<file path="src/rtl/i2c_master_ctrl.sv">
// I2C register-access master: one-byte register write or read over open-drain SCL/SDA.
// Each bit lasts four quarters of CLK_DIV pclk cycles; all bus outputs are registered.
module i2c_master_ctrl #(
  parameter int CLK_DIV = 4
) (
  input  logic       pclk,
  input  logic       vb_rst_n,
  input  logic       i2c_enable,
  input  logic       i2c_read_write,
  input  logic [6:0] i2c_device_address,
  input  logic [7:0] i2c_register_address,
  input  logic [7:0] i2c_mosi_data,
  output logic       i2c_busy,
  output logic [7:0] i2c_miso_data,
  output logic       i2c_ack_error,
  output logic       scl_oe,
  output logic       sda_oe,
  input  logic       sda_in
);

  // Byte states sit directly before their ACK state; the byte->ACK step relies on it.
  typedef enum logic [3:0] {
    ST_IDLE       = 4'd0,
    ST_START      = 4'd1,
    ST_ADDR       = 4'd2,
    ST_ADDR_ACK   = 4'd3,
    ST_REG        = 4'd4,
    ST_REG_ACK    = 4'd5,
    ST_DATA       = 4'd6,
    ST_DATA_ACK   = 4'd7,
    ST_RSTART     = 4'd8,
    ST_ADDR_R     = 4'd9,
    ST_ADDR_R_ACK = 4'd10,
    ST_READ       = 4'd11,
    ST_MNACK      = 4'd12,
    ST_STOP       = 4'd13
  } state_e;

  localparam logic [15:0] DIV_MAX = 16'(CLK_DIV - 1);

  state_e      state_q, state_d;
  logic [15:0] div_q, div_d;
  logic [1:0]  qtr_q, qtr_d;
  logic [3:0]  bit_q, bit_d;
  logic [7:0]  sh_q, sh_d;
  logic [6:0]  rx_q, rx_d;
  logic [7:0]  miso_q, miso_d;
  logic [6:0]  dev_q, dev_d;
  logic [7:0]  reg_q, reg_d;
  logic [7:0]  dat_q, dat_d;
  logic        rw_q, rw_d;
  logic        samp_q, samp_d;
  logic        busy_q, busy_d;
  logic        err_q, err_d;
  logic        scl_q, scl_d;
  logic        sda_q, sda_d;
  logic [1:0]  sync_q;
  logic        sda_s, tick_s, bit_end_s;

  // Line drive per state/quarter: {scl_oe, sda_oe}, 1 = pull low.
  function automatic logic [1:0] bus_drive(input state_e st, input logic [1:0] qtr, input logic txb);
    logic scl, sda;
    scl = (qtr == 2'd0) || (qtr == 2'd3);
    case (st)
      ST_IDLE:                             begin scl = 1'b0; sda = 1'b0; end
      ST_START, ST_RSTART:                 sda = qtr[1];
      ST_STOP:                             begin scl = (qtr == 2'd0); sda = ~qtr[1]; end
      ST_ADDR, ST_REG, ST_DATA, ST_ADDR_R: sda = ~txb;
      default:                             sda = 1'b0;
    endcase
    return {scl, sda};
  endfunction

  assign i2c_busy      = busy_q;
  assign i2c_miso_data = miso_q;
  assign i2c_ack_error = err_q;
  assign scl_oe        = scl_q;
  assign sda_oe        = sda_q;
  assign sda_s         = sync_q[1];

  // Two-flop synchronizer for the SDA pad
  always_ff @(posedge pclk or negedge vb_rst_n) begin
    if (!vb_rst_n) sync_q <= 2'b11;
    else           sync_q <= {sync_q[0], sda_in};
  end

  // Controller state and output registers
  always_ff @(posedge pclk or negedge vb_rst_n) begin
    if (!vb_rst_n) begin
      state_q <= ST_IDLE;  div_q  <= 16'd0; qtr_q  <= 2'd0;  bit_q <= 4'd0;
      sh_q    <= 8'd0;     rx_q   <= 7'd0;  miso_q <= 8'd0;  dev_q <= 7'd0;
      reg_q   <= 8'd0;     dat_q  <= 8'd0;  rw_q   <= 1'b0;  samp_q <= 1'b0;
      busy_q  <= 1'b0;     err_q  <= 1'b0;  scl_q  <= 1'b0;  sda_q <= 1'b0;
    end else begin
      state_q <= state_d;  div_q  <= div_d; qtr_q  <= qtr_d; bit_q <= bit_d;
      sh_q    <= sh_d;     rx_q   <= rx_d;  miso_q <= miso_d; dev_q <= dev_d;
      reg_q   <= reg_d;    dat_q  <= dat_d; rw_q   <= rw_d;  samp_q <= samp_d;
      busy_q  <= busy_d;   err_q  <= err_d; scl_q  <= scl_d; sda_q <= sda_d;
    end
  end

  // Next-state: quarter timing, bit sequencing, ACK handling and line drive
  always_comb begin
    state_d = state_q; div_d  = div_q;  qtr_d  = qtr_q;  bit_d = bit_q;
    sh_d    = sh_q;    rx_d   = rx_q;   miso_d = miso_q; dev_d = dev_q;
    reg_d   = reg_q;   dat_d  = dat_q;  rw_d   = rw_q;   samp_d = samp_q;
    busy_d  = busy_q;  err_d  = err_q;
    tick_s    = (state_q != ST_IDLE) && (div_q == DIV_MAX);
    bit_end_s = tick_s && (qtr_q == 2'd3);

    if (state_q == ST_IDLE) begin
      if (i2c_enable) begin
        state_d = ST_START;
        busy_d  = 1'b1;
        err_d   = 1'b0;
        rw_d    = i2c_read_write;
        dev_d   = i2c_device_address;
        reg_d   = i2c_register_address;
        dat_d   = i2c_mosi_data;
        div_d   = 16'd0;
        qtr_d   = 2'd0;
        bit_d   = 4'd0;
      end else begin
        busy_d  = 1'b0;
      end
    end else begin
      div_d = tick_s ? 16'd0 : div_q + 16'd1;
      qtr_d = tick_s ? qtr_q + 2'd1 : qtr_q;
      // SDA is sampled once per bit, at the end of Q2 while SCL is high
      if (tick_s && (qtr_q == 2'd2)) begin
        samp_d = sda_s;
        if (state_q == ST_READ) begin
          rx_d   = {rx_q[5:0], sda_s};
          miso_d = (bit_q == 4'd7) ? {rx_q, sda_s} : miso_q;
        end else begin
          rx_d   = rx_q;
        end
      end else begin
        samp_d = samp_q;
      end
      if (bit_end_s) begin
        case (state_q)
          ST_START:  begin state_d = ST_ADDR;   sh_d = {dev_q, 1'b0}; bit_d = 4'd0; end
          ST_RSTART: begin state_d = ST_ADDR_R; sh_d = {dev_q, 1'b1}; bit_d = 4'd0; end
          ST_ADDR, ST_REG, ST_DATA, ST_ADDR_R: begin
            sh_d = {sh_q[6:0], sh_q[7]};
            if (bit_q == 4'd7) begin
              state_d = state_e'(state_q + 4'd1);
              bit_d   = 4'd0;
            end else begin
              bit_d   = bit_q + 4'd1;
            end
          end
          ST_ADDR_ACK: begin
            err_d   = samp_q;
            state_d = samp_q ? ST_STOP : ST_REG;
            sh_d    = reg_q;
          end
          ST_REG_ACK: begin
            err_d   = samp_q;
            state_d = samp_q ? ST_STOP : (rw_q ? ST_RSTART : ST_DATA);
            sh_d    = dat_q;
          end
          ST_DATA_ACK:   begin err_d = samp_q; state_d = ST_STOP; end
          ST_ADDR_R_ACK: begin err_d = samp_q; state_d = samp_q ? ST_STOP : ST_READ; bit_d = 4'd0; end
          ST_READ: begin
            if (bit_q == 4'd7) begin
              state_d = ST_MNACK;
              bit_d   = 4'd0;
            end else begin
              bit_d   = bit_q + 4'd1;
            end
          end
          ST_MNACK: state_d = ST_STOP;
          ST_STOP:  begin state_d = ST_IDLE; busy_d = 1'b0; end
          default:  begin state_d = ST_IDLE; busy_d = 1'b0; end
        endcase
      end else begin
        state_d = state_q;
      end
    end

    {scl_d, sda_d} = bus_drive(state_d, qtr_d, sh_d[7]);
  end

endmodule

</file>
<file path="config.mk">
export PLATFORM = sky130hd
export DESIGN_NAME = i2c_master_ctrl
export DESIGN_NICKNAME = d
export VERILOG_FILES = /design/src/rtl/i2c_master_ctrl.sv
export SDC_FILE = /design/constraint.sdc
export NUM_CORES = 1
export LEC_CHECK = 0
export BUFFER_PORTS_ARGS = -buffer_cell sky130_fd_sc_hd__buf_2
export CELL_PAD_IN_SITES_DETAIL_PLACEMENT = 2
export CELL_PAD_IN_SITES_GLOBAL_PLACEMENT = 2
export CORE_AREA = 10 10 122 124
export CTS_BUF_LIST = sky130_fd_sc_hd__clkbuf_8
export CTS_CLUSTER_SIZE = 25
export DETAILED_ROUTE_END_ITERATION = 12
export DIE_AREA = 0 0 132 134
export PLACE_DENSITY = 0.76
export SLEW_MARGIN = 10
export SYNTH_ARGS = -nofsm -noshare
export SYNTH_HDL_FRONTEND = slang
export SYNTH_SLANG_ARGS = --single-unit
</file>
<file path="constraint.sdc">
create_clock -name pclk -period 2.5 [get_ports pclk]
set_input_delay 0.5 -clock pclk [delete_from_list [all_inputs] [get_ports pclk]]
set_output_delay 0.5 -clock pclk [all_outputs]
set_load 0.02 [all_outputs]
</file>
==> metrics, run 1 <==
GRT Max-Usage Layer met2; peak supply drop 377.4 uV; status complete, no violations; clock transition at the registers of the reported paths 0.09 ns; power share of the sequential group approximately a third; Yosys cell types 66; CP startpoint state_q[2]; vias in the first global route ~4500; asr flop ratio synth 100.0%; antenna viol nets, final 0; clock share of power 22.0%; Clk Tree Root Cell clkbuf_8; vias per cell 5.213; Critical R2R Capture scl_oe; cts hold-fix bufs 0; Post-Syn Nets 492; leakage between 0.002 and 0.003 uW; CP Max Fanout 16; # diodes 0; PortBufs 39; FP Rows 41; Psw 2115 uW; reg2reg path depth 8; largest family of logic cells by synthesized area simple AND/OR/NAND/NOR gates; H-tree depth 3; cell area after synthesis about 4300 sq um; HPWL after detailed placement 10.14 mm; top cell type's share of synthesized area a little under half; Worst Tran Pin Value 0.6848 ns; Cells after Synth 453; FF-to-FF Start state_q[2]; area leader, netlist dfrtp_1; worst clock skew 0.007548 ns; Pre-Repair DR Iteration Count 4; flop2flop setup slack 0.05 ns; initial antenna violation count 0; Layout area overhead 28.28%; number of flops mapped to enable cells by yosys 0; simple-gate share of the synthesized area 23.08%; fraction of layout cells with a size suffix above 1 33.75%; CTS tree done; core area about 12000 sq um; FF+latch count, synth 80; Power Density 1012 nW/um^2; critical path capture point type register; Hold Path Class input pin to async pin; DRT Wirelength around 14 mm; pre-CTS setup slack -0.1029 ns; met3 Use GR 2.726%; Slew HR 54.35%; die area approximately 18000 sq um; RSZ-0062 raised after global routing yes; Area after DPL roughly 5000 sq um; final hold violation count 0; DR DRC count 0; Worst Setup EP scl_oe; Placed Cells between 700 and 800; routing usage on met1 17.31%; Layout Cells excl Fill 726; CP startpoint kind register; internal power around 3400 uW; Adder-Cell Fraction of Synth Area 3.214%; complex-gate fraction of the synthesized area between 15 and 20%; Final Cell Area 5494 sq um; Final Max Slew Viols 0; post-synthesis mux area share 5.405%; ratio of final minimum period to clock period 97.82%; largest net degree at the start of global routing 42; Avg Cell Area, Syn 9.454 sq um; Global Route Usage Sum 16.02%; initial DRC count 194; # nets final about 600; Critical Path RT around 2.8 ns; Finish-stage setup viols 0; worst setup margin 0.05447 ns; minimum clock period 2.446 ns; Die Y 134 um; Post-synth top cells 115 x nand2_1, 78 x dfrtp_1, 44 x o21ai_0; top post-synthesis cells by area dfrtp_1 46%, nand2_1 10%, o21ai_0 5.1%; first-pass GRT wire length between 20 and 25 mm; total number of vias 3785; number of synthesis warnings 0; register area share after synthesis 46.80%; switching portion of total power 38.04%; max cap viols 0; most frequent cell after synthesis nand2_1; chip width 132 um; xor and xnor area share after synthesis less than 1%; Worst Path Arrival 2.71 ns; Placer Congestion 0.9309; CTS buffer count 9; CTS Buffer Depth 2; CTS sink count 80; Clk Latency, worst-skew pair 0.38 ns; total congestion overflow 0; CP Class register to register; GR Util met2 30.04%; dominant register cell in the synthesized netlist dfrtp_1; Starting Density 34.36%; Fmax just over 400 MHz; Gate power share ~44%; WL per Instance between 15 and 20 um; Ports 40
-- layout by cell type (no fill, tap or decap), types with 3 or more instances in the layout --
cell type	n
a221oi_2	3
a221oi_1	7
o21ai_0	41
inv_1	10
nand2_1	115
o21ai_1	3
mux2_4	3
dfrtp_1	78
ha_1	3
a21oi_1	8
nor4_2	4
nor3_1	6
mux2_2	16
nand3_1	11
ha_2	5
buf_4	68
inv_6	3
and3_1	7
a22o_1	7
a31oi_1	6
clkbuf_8	9
buf_2	38
bufinv_16	3
xnor2_1	3
nand4_1	6
ha_4	3
nor2_1	14
o31ai_1	7
or3_1	3
nor4b_2	3
-- area by class of cell --
cell class	count	area, sq um
clock buffers	9	123.9
clock inverters	7	125.1
repair buffers	108	740.7
inverters	12	45.04
fillers	1350	6972
flip-flops and latches	80	2004
multi-input cells	338	2240
well taps	172	215.2
-- routing by layer --
layer / routed length [um] / up-vias / part of all wire [%]
met3: 306 / 26 / 2.2
met4: 337 / 0 / 2.4
met1: 5691 / 1907 / 41
met2: 7449 / 49 / 54
li1: - / 1803 / -
met5: 0 / - / 0
-- timing repair --
| action | 4_1_cts | 5_1_grt |
|---|---|---|
| pin swaps | 6 | 7 |
| setup endpoints to repair | 8 | 3 |
| hold endpoints to repair | 0 | 0 |
| resized for setup | 17 | 14 |
| setup buffers | 4 | 4 |
-- power by group through the flow --
stage	sequential, uW	clock, uW	combinational, uW
after global placement	1880	0	2110
after CTS	1880	1260	2360
after detailed placement	1900	0	2260
after global routing	1930	1320	2760
final	1880	1220	2450
after floorplan	1860	0	1320
-- sequential cells by signal (all words and copies together), names as in the netlist --
name and flops:
sh_q 8, i2c_ack_error 1, state_q 4, scl_oe 1
rx_q 7, dev_q 7, sda_oe 1, div_q 16
bit_q 4, i2c_busy 1, reg_q 8, qtr_q 2
sync_q 2, rw_q 1, dat_q 8, i2c_miso_data 8
samp_q 1
-- stage by stage --
step | total power, uW | hold slack [ns] | TNS, ns | utilization (%)
floorplan | 3187 | 0.2044 | 0 | -
global placement | 3987 | 0.3464 | 0 | 40.53
detailed placement | 4161 | 0.3505 | -0.1961 | 40.53
CTS | 5504 | 0.1218 | 0 | 43.33
global route | 6018 | 0.1444 | -0.1588 | 44.07
finish | 5559 | 0.1188 | 0 | 44.07
-- cells by family after synthesis --
kind of cell | count (synthesis)
simple gates | 198
compound gates | 106
flops | 80
buf+inv | 35
mux | 20
fa+ha+maj | 11
xor+xnor | 3
-- critical path, cell delays in order (launching register included) --
cell and delay, ns:
dfrtp_1 0.79, nor2b_2 0.19, o2bb2ai_2 0.21, a311o_1 0.36, a31oi_1 0.17, mux2_4 0.22
inv_1 0.08, nor4b_2 0.24, a221oi_2 0.06
-- worst min path at each step --
stage,start,to,cells after the start
after global routing,vb_rst_n,i2c_miso_data[7],1
after CTS,vb_rst_n,i2c_miso_data[7],1
final,vb_rst_n,div_q[4],1
after floorplan,vb_rst_n,bit_q[0],0
after detailed placement,sync_q[0],sync_q[1],0
after global placement,sync_q[0],sync_q[1],0
Note: power is estimated with default switching activity, not from simulation.
==> run 2, diff against run 1 <==
- ABC_AREA: default -> 1
- CORE_AREA: 10 10 122 124 -> 10 10 125 127
- DIE_AREA: 0 0 132 134 -> 0 0 135 137
==> metrics, run 2 <==
vias in the first global route 3994 (was 4487); die area 18500 sq um (was 17690 sq um); area leader, netlist dfrtp_1 (unchanged); initial DRC count 187 (was 194); Fmax 444.1 MHz (was 408.9 MHz); ratio of final minimum period to clock period 90.08% (was 97.82%); antenna viol nets, final 0 (unchanged); Slew HR 64.47% (was 54.35%); cts hold-fix bufs 0 (unchanged); clock transition at the registers of the reported paths 0.09 ns (about the same); Pre-Repair DR Iteration Count 4 (unchanged); FP Rows 42 (was 41); commonest non-fill, non-tap cell in the layout nand2_1 (unchanged); Layout area overhead 14.42% (was 28.28%); Critical Path RT 2.77 ns (about the same); cell area after synthesis 4269 sq um (was 4283 sq um); Post-CTS Setup Inserts 0 (was 4); switching portion of total power 23.65% (was 38.04%); Critical R2R Capture scl_oe (unchanged); Largest Register div_q (unchanged); vias per cell 4.835 (was 5.213); Worst Setup EP scl_oe (unchanged); WL per Instance 16.53 um (was 18.99 um); flop2flop setup slack 0.25 ns (was 0.05 ns); CP startpoint kind register (unchanged); CTS Buffer Depth 2 (unchanged); CTS tree done (unchanged); number of flops mapped to enable cells by yosys 0 (unchanged); minimum clock period 2.252 ns (was 2.446 ns); Placed Cells 737 (was 702); Die Y 137 um (was 134 um); most frequent cells in the layout 147 x nand2_1, 78 x dfrtp_1, 70 x inv_1 (was 115 x nand2_1, 78 x dfrtp_1, 68 x buf_4); Gate power share 3.4% (was 44.1%); FF+latch count, synth 80 (unchanged); CTS buffer count 9 (unchanged); Starting Density 32.63% (was 34.36%); dominant register cell in the synthesized netlist dfrtp_1 (unchanged); Finish-stage setup viols 0 (unchanged); Design Power 2386 uW (was 5559 uW); Hold Path Class input pin to async pin (unchanged); Yosys cell types 41 (was 66); initial antenna violation count 0 (unchanged); max cap viols 0 (unchanged); top cell type's share of synthesized area 45.72% (was 45.57%); register area share after synthesis 46.95% (was 46.80%); # diodes 0 (unchanged); DRT Wirelength 12.43 mm (was 13.78 mm); worst setup margin 0.2481 ns (was 0.05447 ns); peak supply drop 206.1 uV (was 377.4 uV); first-pass GRT wire length 20.99 mm (was 23.08 mm); pre-CTS setup slack 0.2103 ns (was -0.1029 ns); Placer Congestion 0.8875 (was 0.9309); Psw 564.3 uW (was 2115 uW); Post-synth top cells 147 x nand2_1, 78 x dfrtp_1, 68 x inv_1 (was 115 x nand2_1, 78 x dfrtp_1, 44 x o21ai_0); power share of the sequential group 55.8% (was 33.9%); Final Max Slew Viols 0 (unchanged); fraction of layout cells with a size suffix above 1 19.10% (was 33.75%); Clk Latency, worst-skew pair 0.38 ns (about the same); RSZ-0062 raised after global routing no (was yes); number of synthesis warnings 0 (unchanged); total number of vias 3636 (was 3785); CP Class register to register (unchanged); clock share of power 40.8% (was 22.0%); status complete, no violations (unchanged); Worst Path Arrival 2.52 ns (was 2.71 ns); DR DRC count 0 (unchanged); Worst Tran Pin Value 0.5329 ns (was 0.6848 ns); Ports 40 (unchanged); top post-synthesis cells by area dfrtp_1 46%, nand2_1 13%, o21ai_0 6.0% (was dfrtp_1 46%, nand2_1 10%, o21ai_0 5.1%); # nets final 611 (was 588); Avg Cell Area, Syn 8.147 sq um (was 9.454 sq um); critical path capture point type register (unchanged); leakage 0.002378 uW (was 0.002606 uW); H-tree depth 3 (unchanged); Layout Cells excl Fill 752 (was 726); most frequent cell after synthesis nand2_1 (unchanged); Cells after Synth 524 (was 453); internal power 1822 uW (was 3445 uW); largest net degree at the start of global routing 40 (was 42); Setup TNS Final 0 ns (unchanged); Clk Tree Root Cell clkbuf_8 (unchanged); asr flop ratio synth 100.0% (unchanged); reg2reg path depth 13 (was 8); Max stage delay cell, worst path dfrtp_1 (unchanged); CP Max Fanout 11 (was 16); CTS sink count 80 (unchanged); critical path's largest stage delay 0.50 ns (was 0.79 ns); FF-to-FF Start state_q[0] (was state_q[2]); Filler Cell Count 1509 (was 1350); core area 13090 sq um (was 12470 sq um); Post-Syn Nets 563 (was 492); critical-path cell list inv_1, ha_1, nand2_2, inv_2, nand2_1, buf_4, nor2_1, inv_1, nand2_2, inv_2, nand3_1, nand3_1, nand2_1 (was nor2b_2, o2bb2ai_2, a311o_1, a31oi_1, mux2_4, inv_1, nor4b_2, a221oi_2); final hold violation count 0 (unchanged); worst clock skew 0.01235 ns (was 0.007548 ns); CP startpoint state_q[0] (was state_q[2]); PortBufs 39 (unchanged); Largest register FFs 16 (unchanged); HPWL after detailed placement 9.564 mm (was 10.14 mm); total congestion overflow 0 (unchanged); chip width 135 um (was 132 um); Power Density 488.5 nW/um^2 (was 1012 nW/um^2); Global Route Usage Sum 14.19% (was 16.02%)
-- run 2: cell families after synthesis --
logic type      Yosys count  synth area share, %
simple gates            241                26.79
mux                       3               0.7620
flops                    80                46.95
buf+inv                  89                8.353
xor+xnor                 12                2.462
compound gates           88                11.46
fa+ha+maj                11                3.224
-- run 2: worst min path at each step --
stage / from / to / depth (start not counted)
2_1_floorplan: vb_rst_n / bit_q[0] / 0
3_3_place_gp: sync_q[0] / sync_q[1] / 0
3_5_place_dp: sync_q[0] / sync_q[1] / 0
4_1_cts: vb_rst_n / i2c_miso_data[5] / 1
5_1_grt: vb_rst_n / i2c_miso_data[5] / 1
6_report: vb_rst_n / i2c_miso_data[4] / 1
-- run 2: area by class of cell --
| class | instances | area, sq um | share of cell area, % |
|---|---|---|---|
| tap | 176 | 220.2 | 4.508 |
| clock inverter | 5 | 50.05 | 1.025 |
| sequential | 80 | 2004 | 41.03 |
| clock buffer | 10 | 137.6 | 2.818 |
| inverter | 78 | 292.8 | 5.994 |
| multi-input combinational | 355 | 1914 | 39.19 |
| timing repair buffer | 48 | 265.3 | 5.430 |
-- run 2: metal layers --
metal,wire length [um],vias to the layer above,share of wire [%],track usage (%)
met3,275,15,2.2,2.566
li1,-,1768,-,-
met4,200,0,1.6,5.383
met5,0,-,0,0
met1,5892,1819,47,17.94
met2,6057,34,49,23.61
-- run 2: power by group through the flow --
stage / sequential [uW] / combinational [uW] / clock, uW
2_1_floorplan: 1350 / 21.7 / 0
3_3_place_gp: 1360 / 78.9 / 0
3_5_place_dp: 1360 / 84.5 / 0
4_1_cts: 1330 / 84.9 / 1010
5_1_grt: 1330 / 95.2 / 1070
6_report: 1330 / 80.8 / 974
-- run 2: through the flow --
step | hold WS [ns] | cell area (sq um) | utilization [%]
4_1_cts | 0.1087 | 4881 | 37.30
3_3_place_gp | 0.3609 | 4693 | 35.87
5_1_grt | 0.1224 | 4885 | 37.33
3_5_place_dp | 0.3609 | 4693 | 35.87
6_report | 0.08426 | 4885 | 37.33
2_1_floorplan | 0.2044 | 4269 | -
-- run 2: critical path, delay by kind of cell (launching register included) --
| kind | cells | cell delay (ns) |
|---|---|---|
| simple gates | 7 | 0.78 |
| buf+inv | 5 | 0.59 |
| fa+ha+maj | 1 | 0.27 |
| flops | 1 | 0.50 |
-- run 2: timing repair --
item / in CTS / in global routing
resized for setup: 0 / 1
setup endpoints to repair: 0 / 1
hold endpoints to repair: 0 / 0
==> run 3, diff against run 2 <==
- CORE_AREA: 10 10 125 127 -> 2 2 117 119
- DIE_AREA: 0 0 135 137 -> 0 0 119 121
- GPL_ROUTABILITY_DRIVEN: default -> 0
==> metrics, run 3 (synthesis gave the netlist of run 2 again) <==
HPWL after detailed placement 9.291 mm (was 9.564 mm); chip width 119 um (was 135 um); WL per Instance 16.28 um (was 16.53 um); commonest non-fill, non-tap cell in the layout nand2_1 (unchanged); final hold violation count 0 (unchanged); Clk Latency, worst-skew pair 0.37 ns (was 0.38 ns); reg2reg path depth 11 (was 13); Global Route Usage Sum 18.75% (was 14.19%); final core utilization 37.23% (was 37.33%); Max stage delay cell, worst path dfrtp_1 (unchanged); Largest register FFs 16 (unchanged); Slew HR 56.01% (was 64.47%); CTS buffer count 9 (unchanged); peak supply drop 184.3 uV (was 206.1 uV); CP startpoint kind register (unchanged); Pre-Repair DR Iteration Count 4 (unchanged); Ports 40 (unchanged); Worst Path Arrival 2.51 ns (was 2.52 ns); Final Cell Area 4872 sq um (was 4885 sq um); initial antenna violation count 0 (unchanged); antenna viol nets, final 0 (unchanged); minimum clock period 2.252 ns (about the same); # nets final 610 (was 611); Worst Tran Pin Value 0.6598 ns (was 0.5329 ns); vias per cell 4.882 (was 4.835); largest net degree at the start of global routing 51 (was 40); Critical R2R Capture bit_q[0] (was scl_oe); Post-CTS Setup Inserts 0 (unchanged); status complete, no violations (unchanged); Design Power 2324 uW (was 2386 uW); RSZ-0062 raised after global routing no (unchanged); H-tree depth 3 (unchanged); DRT Wirelength 12.25 mm (was 12.43 mm); ratio of final minimum period to clock period 90.10% (was 90.08%); cts hold-fix bufs 0 (unchanged); Area after DPL 4686 sq um (was 4693 sq um); CTS sink count 80 (unchanged); Starting Density 32.63% (unchanged); critical path's largest stage delay 0.49 ns (was 0.50 ns); PortBufs 39 (unchanged); flop2flop setup slack 0.25 ns (about the same); first-pass GRT wire length 21.36 mm (was 20.99 mm); Buf/Inv on CP 1 (was 5); Largest Register div_q (unchanged); Die Y 121 um (was 137 um); fraction of layout cells with a size suffix above 1 19.27% (was 19.10%); critical-path cell list inv_1, ha_1, nand2_1, nand2_1, nand2_1, nand2_2, nor2_2, nand3_1, o21ai_2, nor3_1, mux2_2 (was inv_1, ha_1, nand2_2, inv_2, nand2_1, buf_4, nor2_1, inv_1, nand2_2, inv_2, nand3_1, nand3_1, nand2_1); Finish-stage setup viols 0 (unchanged); CTS tree done (unchanged); CTS resizes 0 (unchanged); CP dominant cell by count nand2_1; die area 14400 sq um (was 18500 sq um); leakage 0.002364 uW (was 0.002378 uW); total congestion overflow 0 (unchanged); CP Max Fanout 9 (was 11); Clk Tree Root Cell clkbuf_8 (unchanged); worst clock skew 0.007346 ns (was 0.01235 ns); Layout area overhead 14.13% (was 14.42%); clock transition at the registers of the reported paths 0.09 ns (about the same); critical path capture point type register (unchanged); most frequent cells in the layout 147 x nand2_1, 78 x dfrtp_1, 68 x inv_1 (was 147 x nand2_1, 78 x dfrtp_1, 70 x inv_1); Fmax 444.0 MHz (was 444.1 MHz); WP depth 11 (was 13); FF-to-FF Start state_q[0] (unchanged); Hold Path Class input pin to async pin (unchanged); total number of vias 3671 (was 3636); vias in the first global route 4203 (was 3994); CTS Buffer Depth 2 (unchanged); CP top delay family simple AND/OR/NAND/NOR gates (unchanged); CP Class register to register (unchanged); core area 13090 sq um (unchanged); Final Max Slew Viols 0 (unchanged); Setup TNS Final 0 ns (unchanged); Power Density 477.0 nW/um^2 (was 488.5 nW/um^2); max cap viols 0 (unchanged); # diodes 0 (unchanged); DR DRC count 0 (unchanged); initial DRC count 139 (was 187); FP Rows 42 (unchanged); Critical Path RT 2.76 ns (was 2.77 ns)
## run 3: cell count changes in the layout (fill, tap and decap cells not counted), sizes merged
cell	delta
buf	-1
bufinv	-1
clkinv	+3
inv	-1
## run 3: worst max-delay path by stage
stage | startpoint | slack (ns) | to
after floorplan | state_q[0] | 0.59 | scl_oe
after global routing | state_q[0] | 0.02 | bit_q[0]
after global placement | state_q[2] | 0.38 | sda_oe
after detailed placement | state_q[0] | 0.25 | scl_oe
after CTS | state_q[0] | 0.19 | scl_oe
final | state_q[0] | 0.25 | bit_q[0]
## run 3: layout make-up
| class | instances | area [sq um] |
|---|---|---|
| clock buffers | 10 | 137.6 |
| clock inverters | 6 | 43.79 |
| fillers | 1524 | 8213 |
| inverters | 78 | 292.8 |
| multi-input cells | 355 | 1916 |
| flip-flops and latches | 80 | 2004 |
| well taps | 176 | 220.2 |
| repair buffers | 47 | 257.7 |
## run 3: worst reg2reg max path, delay by kind of cell (launching register included)
kind	cells	cell delay, ns
and+or+nand+nor	7	0.67
DFF	1	0.49
buffers and inverters	1	0.11
adders and majority gates	1	0.30
AOI/OAI and AO/OA	1	0.32
muxes	1	0.27
## run 3: where the power goes
group	leakage [uW]	internal (uW)	switching, uW
Combinational	0.00125	27.0	52.1
Clock	0.0000926	391	522
Sequential	0.00102	1320	13.1
Total	0.00236	1740	587
## run 3: per-layer routing
layer / global-route usage, % / up-vias / part of all wire [%]
li1: - / 1769 / -
met2: 31.79 / 34 / 49
met5: 0 / - / 0
met4: 5.134 / 0 / 1.3
met1: 24.52 / 1858 / 48
met3: 3.571 / 10 / 2.1
## run 3: metrics by stage
| step | worst slack, ns | hold slack [ns] | instances |
|---|---|---|---|
| finish | 0.2475 | 0.1569 | 752 |
| global route | 0.01591 | 0.1970 | 752 |
| CTS | 0.1904 | 0.1726 | 752 |
| detailed placement | 0.2523 | 0.3523 | 736 |
| global placement | 0.3800 | 0.3480 | 736 |
| floorplan | 0.5878 | 0.2044 | 524 |
